==> config.mk <==
export PLATFORM = sky130hd
export DESIGN_NAME = hazard_ctrl
export DESIGN_NICKNAME = d
export VERILOG_FILES = /design/src/rtl/hazard_ctrl.sv
export SDC_FILE = /design/constraint.sdc
export NUM_CORES = 1
export LEC_CHECK = 0
export BUFFER_PORTS_ARGS = -buffer_cell sky130_fd_sc_hd__buf_4
export CAP_MARGIN = 10
export CORE_UTILIZATION = 35
export CTS_BUF_LIST = sky130_fd_sc_hd__clkbuf_8
export DETAILED_ROUTE_END_ITERATION = 16
export SLEW_MARGIN = 20
export SYNTH_ARGS = -nofsm -noshare
export SYNTH_HDL_FRONTEND = slang
export SYNTH_SLANG_ARGS = --single-unit
==> constraint.sdc <==
create_clock -name clk -period 1.8 [get_ports clk]
set_input_delay 0.09 -clock clk [delete_from_list [all_inputs] [get_ports clk]]
set_output_delay 0.09 -clock clk [all_outputs]
set_load 0.03 [all_outputs]
==> src/rtl/hazard_ctrl.sv <==
// rtl/hazard_ctrl.sv - pipeline hazard controller: load-use stall, redirect flush, data-memory wait freeze
//
// Parameters:
//   MEM_TIMEOUT  max consecutive MEM_WAIT cycles before the wait is abandoned (1..65535)
// Ports:
//   clk, reset                         clock, synchronous active-high reset
//   ID_opcode/ID_rs1/ID_rs2            instruction currently in ID
//   EX_opcode/EX_rd                    instruction currently in EX
//   EX_br_taken                        EX redirects the PC this cycle
//   ME_dmem_req/ME_dmem_ready          ME data access pending / completing this cycle
//   PC_stall..EX_ME_stall              hold the corresponding stage register
//   IF_ID_flush/ID_EX_bubble/ME_WB_bubble  load a NOP into the stage register
//   mem_timeout                        sticky flag, set when a memory wait is abandoned
// Optional build macro:
//   HAZARD_PERF_CNT_EN  adds lu_stall_cnt, mem_stall_cnt, flush_cnt (32-bit event counters)
module hazard_ctrl #(
  parameter int unsigned MEM_TIMEOUT = 255
) (
  input  logic        clk,
  input  logic        reset,
  input  logic [6:0]  ID_opcode,
  input  logic [4:0]  ID_rs1,
  input  logic [4:0]  ID_rs2,
  input  logic [6:0]  EX_opcode,
  input  logic [4:0]  EX_rd,
  input  logic        EX_br_taken,
  input  logic        ME_dmem_req,
  input  logic        ME_dmem_ready,
  output logic        PC_stall,
  output logic        IF_ID_stall,
  output logic        ID_EX_stall,
  output logic        EX_ME_stall,
  output logic        IF_ID_flush,
  output logic        ID_EX_bubble,
  output logic        ME_WB_bubble,
  output logic        mem_timeout
`ifdef HAZARD_PERF_CNT_EN
  ,
  output logic [31:0] lu_stall_cnt,
  output logic [31:0] mem_stall_cnt,
  output logic [31:0] flush_cnt
`endif
);

  localparam logic [1:0] S_RUN      = 2'd0;
  localparam logic [1:0] S_LU_HOLD  = 2'd1;
  localparam logic [1:0] S_MEM_WAIT = 2'd2;

  localparam logic [6:0] OP_LOAD   = 7'b0000011;
  localparam logic [6:0] OP_JAL    = 7'b1101111;
  localparam logic [6:0] OP_JALR   = 7'b1100111;
  localparam logic [6:0] OP_LUI    = 7'b0110111;
  localparam logic [6:0] OP_AUIPC  = 7'b0010111;
  localparam logic [6:0] OP_REG    = 7'b0110011;
  localparam logic [6:0] OP_STORE  = 7'b0100011;
  localparam logic [6:0] OP_BRANCH = 7'b1100011;

  localparam logic [15:0] LP_TIMEOUT = 16'(MEM_TIMEOUT);

  logic [1:0]  r_state;
  logic [15:0] r_to_cnt;
  logic        r_mem_timeout;

  logic [1:0]  w_next_state;
  logic [15:0] w_to_cnt_next;
  logic        w_set_timeout;
  logic        w_freeze;
  logic        w_redirect;
  logic        w_lu_fire;
  logic        w_mem_stall;
  logic        w_producer_nofwd;
  logic        w_uses_rs1;
  logic        w_uses_rs2;
  logic        w_lu_hazard;

  // Load and link results only exist after ME, so they cannot be forwarded to ID in time.
  assign w_producer_nofwd = ((EX_opcode == OP_LOAD) || (EX_opcode == OP_JAL) ||
                             (EX_opcode == OP_JALR)) && (EX_rd != 5'd0);
  assign w_uses_rs1  = !((ID_opcode == OP_LUI) || (ID_opcode == OP_AUIPC) || (ID_opcode == OP_JAL));
  assign w_uses_rs2  = (ID_opcode == OP_REG) || (ID_opcode == OP_STORE) || (ID_opcode == OP_BRANCH);
  assign w_lu_hazard = w_producer_nofwd &&
                       ((w_uses_rs1 && (ID_rs1 == EX_rd)) || (w_uses_rs2 && (ID_rs2 == EX_rd)));
  assign w_mem_stall = ME_dmem_req && !ME_dmem_ready;

  always_comb begin
    w_next_state  = S_RUN;
    w_to_cnt_next = 16'd0;
    w_set_timeout = 1'b0;
    w_freeze      = 1'b0;
    w_redirect    = 1'b0;
    w_lu_fire     = 1'b0;
    if (!reset) begin
      case (r_state)
        S_MEM_WAIT: begin
          if (ME_dmem_ready) begin
            w_next_state = S_RUN;
          end else if (r_to_cnt == LP_TIMEOUT) begin
            // Abandon the access: release the pipeline and flag the error.
            w_set_timeout = 1'b1;
          end else begin
            w_freeze      = 1'b1;
            w_next_state  = S_MEM_WAIT;
            w_to_cnt_next = (r_to_cnt == 16'hFFFF) ? r_to_cnt : r_to_cnt + 16'd1;
          end
        end
        default: begin
          // RUN and LU_HOLD share this path; LU_HOLD only masks the load-use check
          // because EX already carries the bubble inserted on the previous cycle.
          if (w_mem_stall) begin
            w_freeze      = 1'b1;
            w_next_state  = S_MEM_WAIT;
            w_to_cnt_next = 16'd1;
          end else if (EX_br_taken) begin
            w_redirect = 1'b1;
          end else if (w_lu_hazard && (r_state == S_RUN)) begin
            w_lu_fire    = 1'b1;
            w_next_state = S_LU_HOLD;
          end
        end
      endcase
    end
  end

  assign PC_stall     = w_freeze | w_lu_fire;
  assign IF_ID_stall  = w_freeze | w_lu_fire;
  assign ID_EX_stall  = w_freeze;
  assign EX_ME_stall  = w_freeze;
  assign ME_WB_bubble = w_freeze;
  assign IF_ID_flush  = w_redirect;
  assign ID_EX_bubble = w_redirect | w_lu_fire;
  assign mem_timeout  = r_mem_timeout & ~reset;

  always_ff @(posedge clk) begin
    if (reset) begin
      r_state       <= S_RUN;
      r_to_cnt      <= 16'd0;
      r_mem_timeout <= 1'b0;
    end else begin
      r_state  <= w_next_state;
      r_to_cnt <= w_to_cnt_next;
      if (w_set_timeout) begin
        r_mem_timeout <= 1'b1;
      end
    end
  end

`ifdef HAZARD_PERF_CNT_EN
  logic [31:0] r_lu_stall_cnt;
  logic [31:0] r_mem_stall_cnt;
  logic [31:0] r_flush_cnt;

  always_ff @(posedge clk) begin
    if (reset) begin
      r_lu_stall_cnt  <= 32'd0;
      r_mem_stall_cnt <= 32'd0;
      r_flush_cnt     <= 32'd0;
    end else begin
      if (w_lu_fire) r_lu_stall_cnt  <= r_lu_stall_cnt + 32'd1;
      if (w_freeze)  r_mem_stall_cnt <= r_mem_stall_cnt + 32'd1;
      if (w_redirect) r_flush_cnt    <= r_flush_cnt + 32'd1;
    end
  end

  assign lu_stall_cnt  = r_lu_stall_cnt;
  assign mem_stall_cnt = r_mem_stall_cnt;
  assign flush_cnt     = r_flush_cnt;
`endif

endmodule

== Word level (Yosys, flattened, before mapping) ==
Index checks and enable logic that the tools add are counted.

* Add/subtract/negate cells: 1
* Bitwise logic cells: 4
* Equal/unequal tests: 15
* Mux-type cells: 29
* Reduce and logical (&&, ||, !) cells: 17

{| class="wikitable"
|+ Operators with widths
! cell !! count
|-
| $mux 16 || 4
|-
| $eq 7x7->1 const B || 4
|-
| $eq 7x6->1 const B || 3
|-
| $mux 1 || 21
|-
| $add 16x1->16 const B || 1
|-
| $eq 16x16->1 const B || 1
|-
| $eq 16x8->1 const B || 1
|-
| $eq 5x5->1 || 2
|-
| $mux 2 || 4
|-
| $eq 7x2->1 const B || 1
|-
| $eq 7x5->1 const B || 1
|-
| $logic_or 1x1->1 || 7
|-
| $logic_and 1x1->1 || 6
|-
| $reduce_bool 5->1 || 1
|-
| $ne 4x4->1 const B || 1
|-
| $eq 2x2->1 const B || 1
|-
| $logic_not 1->1 || 2
|-
| $logic_not 2->1 || 1
|-
| $or 1x1->1 || 2
|-
| $and 1x1->1 || 1
|-
| $not 1->1 || 1
|}

* Register bits after elaboration: 19
* Input port bits: 34

== Longest topological paths before layout ==
* Word-level depth: 14
* Gate-level depth with buffers: 8
* Gate-level depth less buffers: 6

== Worst setup path before layout ==
Ideal clock, no wire load.

* Path type: register to output
* From: register r_to_cnt[0]
* To: output port PC_stall
* Slack: -0.498 ns
* Buffers on the path: 2
* Required time: 1.710 ns
* Arrival: 2.208 ns
* Cell stages (with the launch flop): 9
* Path through: dfxtp_1 > ha_1 > nand4_1 > nor4_4 > or4_1 > buf_6 > o21ai_2 > nand2b_1 > buf_4

* Word-level cells in the longest chain between the ends: 6

{| class="wikitable"
|+ Ends and longest elaborated chain
! item !! RTL line !! source
|-
| start: declaration || 61 || <nowiki>logic [15:0] r_to_cnt;</nowiki>
|-
| start signal: assignment || 140 || <nowiki>r_to_cnt <= w_to_cnt_next;</nowiki>
|-
| $eq 16x8->1 || 97 || <nowiki>end else if (r_to_cnt == LP_TIMEOUT) begin</nowiki>
|-
| $mux 1 || 97 ||
|-
| $mux 1 || 95 || <nowiki>if (ME_dmem_ready) begin</nowiki>
|-
| $mux 1 || 93 || <nowiki>case (r_state)</nowiki>
|-
| $mux 1 || 92 || <nowiki>if (!reset) begin</nowiki>
|-
| via EX_ME_stall || 32 || <nowiki>output logic EX_ME_stall,</nowiki>
|-
| $or 1x1->1 || -- ||
|-
| end: declaration || 29 || <nowiki>output logic PC_stall,</nowiki>
|}

The timed path passes the listed nets, and every way through them passes these cells.

== Worst setup path after layout ==
* From: register r_to_cnt[11]
* To: output port IF_ID_stall

* Word-level cells in the longest chain between the ends: 6

{| class="wikitable"
|+ Ends and longest elaborated chain
! item !! RTL line !! source
|-
| $eq 16x8->1 || 97 ||
|-
| $mux 1 || 97 ||
|-
| $mux 1 || 95 ||
|-
| $mux 1 || 93 ||
|-
| $mux 1 || 92 ||
|-
| $or 1x1->1 || 125 || <nowiki>assign IF_ID_stall = w_freeze | w_lu_fire;</nowiki>
|-
| end: declaration || 30 || <nowiki>output logic IF_ID_stall,</nowiki>
|}

Every way passes these cells.

==> impl_metrics.ini <==
[power_and_ir_drop]
total_power_uw = 897
cellPowerDensity_nw_per_um2 = 511
p_leak_nw = 0.732
irDropWorstVdd_v = 0.000266

[clocking]
cts.clk_slew.worst_paths_ns = 0.07
clockBufferDepth = 2
htree_levels = 1
cts.sink_count = 19
clk_latency_ns = 0.26
cts_tree = built
root_buffer = clkbuf_8
hold_buffers = 0
cts_made_buffers = 3

[critical_path]
critical_path_buf_inv_count = 1
cp.required_ns = 1.71
cpMaxStageDelayCell = or4_4
endpoint_kind = output pin
worst_setup_path_start_kind = register
critPathKind = register to output pin
arrival_ns = 1.89
cp_slowest_stage_delay_ns = 0.54
worstPathMaxFanout = 2
crit_top_cell = or4_4
cp_top_family = simple AND/OR/NAND/NOR gates
cp_cell_sequence = or4_4, nor4_4, or4_4, o21ai_4, nand2b_4, buf_6

[yosys]
synthXorXnorAreaFrac_pct = 16.1
synth_area_leader_cell = dfxtp_1
synthSimpleGateAreaFrac_pct = 37.1
synth_area_leaders = dfxtp_1 32%, xor2_1 12%, nor2_1 6.9%
synth-seq-cells = 19
synthCells = 145
synth-compound-area-share_pct = 6.36
muxShareOfSynthArea_pct = 0.834
post_synth_num_cell_types = 35
mappedNetlistArea_um2 = 1200
synthAdderAreaFrac_pct = 1.04
synth_top_area_share_pct = 31.7
syn_nets = 180
yosysWarnings = 0
avgSynthCellArea_um2 = 8.28
synth_top_family_by_area = simple AND/OR/NAND/NOR gates
ys_seq_area_share_pct = 31.7

[die]
die_width_um = 60.6
rows = 20
initial_utilization_pct = 38.1
pin_count = 42
die_h_um = 60.6
dieArea_um2 = 3670
core_um2 = 3150

[timing]
rsz0062_at_grt = true
finClkSkew_ns = 0.00132
min_period_ns = 1.98
setup_viol = 9
fin_ws_ns = -0.180
worstMarginPinSlew_ns = 0.458
holdWs_ns = 0.0599
fmax_mhz = 505
slew_headroom_pct = 69.3
maxSlewViolCount = 0
finalCritPeriodShare_pct = 110
hold_viol = 0

[global_routing]
grt.overflow.total = 0
grt_usage_pct = 18.1
grt_max_degree = 17
grt_pass1_wl_mm = 4.93
grt_pass1_vias = 1179
antenna_found_initial = 0

[cells_and_area]
nets = 238
drive_above_1_share_pct = 40.1
area.sequential_um2 = 385
diodes = 0
nFillCells = 326
areaGrowthSynthToFinish_pct = 46.5
multi_input_area_um2 = 783

[placement]
io_buffers = 41
place.gp.congestion = 0.803
hpwlAfterDp_mm = 2.28

[drt]
wl_per_cell_um = 12.7
drcViolationCount = 0
via_count = 1242
wirelength_mm = 3.12
first_iter_violations = 50
routed_via_density = 5.05
first_pass_iters = 4
antenna_left = 0

[flow_run]
maxCapViolCount = 0

[status]
status = complete, but fails checks
violations = negative setup slack

[min_path]
hold_path.class = input pin to register
-- Yosys cell counts (all sizes together) --
master,n
nand2b,2
nand2,13
nor3b,1
xor2,17
nand4bb,1
and4,2
nor3,7
nor2b,3
mux2i,1
a31oi,1
nand3,4
ha,1
buf,7
o2111ai,1
a21oi,4
xnor2,5
and3,2
a221oi,1
or4,5
o21ai,2
o211a,1
dfxtp,19
inv,4
nor2,22
or3b,1
nor4,4
nand4,12
a31o,1
or2,1
-- layout make-up --
class                   count  share of cell area, %
repair buffers             60                   26.9
well taps                  44                   3.13
flip-flops and latches     19                   21.9
inverters                   4                  0.854
multi-input cells         115                   44.6
clock buffers               3                   2.35
clock inverters             1                  0.285
-- logic make-up (layout without fill, tap and decap cells) --
kind of cell,count (synthesis),count (layout)
simple gates,80,80
xor+xnor,22,22
flops,19,19
compound gates,11,11
buf+inv,11,68
fa+ha+maj,1,1
mux,1,1
-- repair_timing --
item / 4_1_cts / 5_1_grt
gates resized for setup: 10 / 5
setup endpoints to repair: 9 / 10
pin swaps: 0 / 3
buffers inserted: 3 / 3
-- per-layer routing --
layer | GRT usage, % | part of all wire [%] | vias to the layer above
met2 | 32.0 | 47 | 51
met1 | 21.3 | 42 | 559
met4 | 7.79 | 1.7 | 0
met5 | 0 | 0 | -
li1 | - | - | 627
met3 | 3.41 | 9.0 | 5
-- layout by cell type (no fill, tap or decap), types with 2 or more instances in the layout --
cell	instances
and3_1	2
xor2_1	17
xnor2_1	5
buf_4	54
clkbuf_8	3
nor3_2	2
nand3_1	4
buf_6	6
a21oi_1	4
and4_1	2
nor2b_1	3
inv_1	4
nor4_1	3
or4_1	2
nand2_1	12
nand4_1	12
nor3_1	5
dfxtp_2	4
dfxtp_1	15
nor2_1	22
or4_4	3
-- metrics by stage --
stage	std cells	setup TNS (ns)	area (um^2)	utilization [%]	worst slack, ns
6_report	246	-0.935	1760	55.8	-0.180
3_3_place_gp	236	-0.0173	1620	51.4	-0.0173
2_1_floorplan	145	-0.191	1230	-	-0.179
4_1_cts	243	-0.935	1730	54.7	-0.192
3_5_place_dp	236	-0.0210	1620	51.4	-0.0210
5_1_grt	246	-1.88	1760	55.8	-0.260
-- worst register-to-register path, stage by stage (launching register included) --
cell and delay, ns:
dfxtp_2 0.36, ha_4 0.16, nand4_1 0.14, or4_4 0.58, buf_4 0.17, nand2_2 0.05
nand2_1 0.04, a221oi_1 0.23
-- registers in the layout (all words and copies together), names as in the netlist --
signal and count:
r_mem_timeout 1, r_state 2, r_to_cnt 16
-- final timing paths --
path,from,end,slack (ns),cells past startpoint
worst max-delay path,r_to_cnt[11],IF_ID_stall,-0.18,6
worst min-delay path,reset,r_mem_timeout,0.06,2
worst max register to register,r_to_cnt[0],r_to_cnt[0],-0.03,7
worst min register to register,r_mem_timeout,r_mem_timeout,0.47,2
-- power breakdown --
part           internal (mW)  switching, mW
logic                 0.0925         0.0757
registers              0.423        0.00227
clock network          0.154          0.150
total                  0.670          0.228
Power figures use the tool's default switching activity.
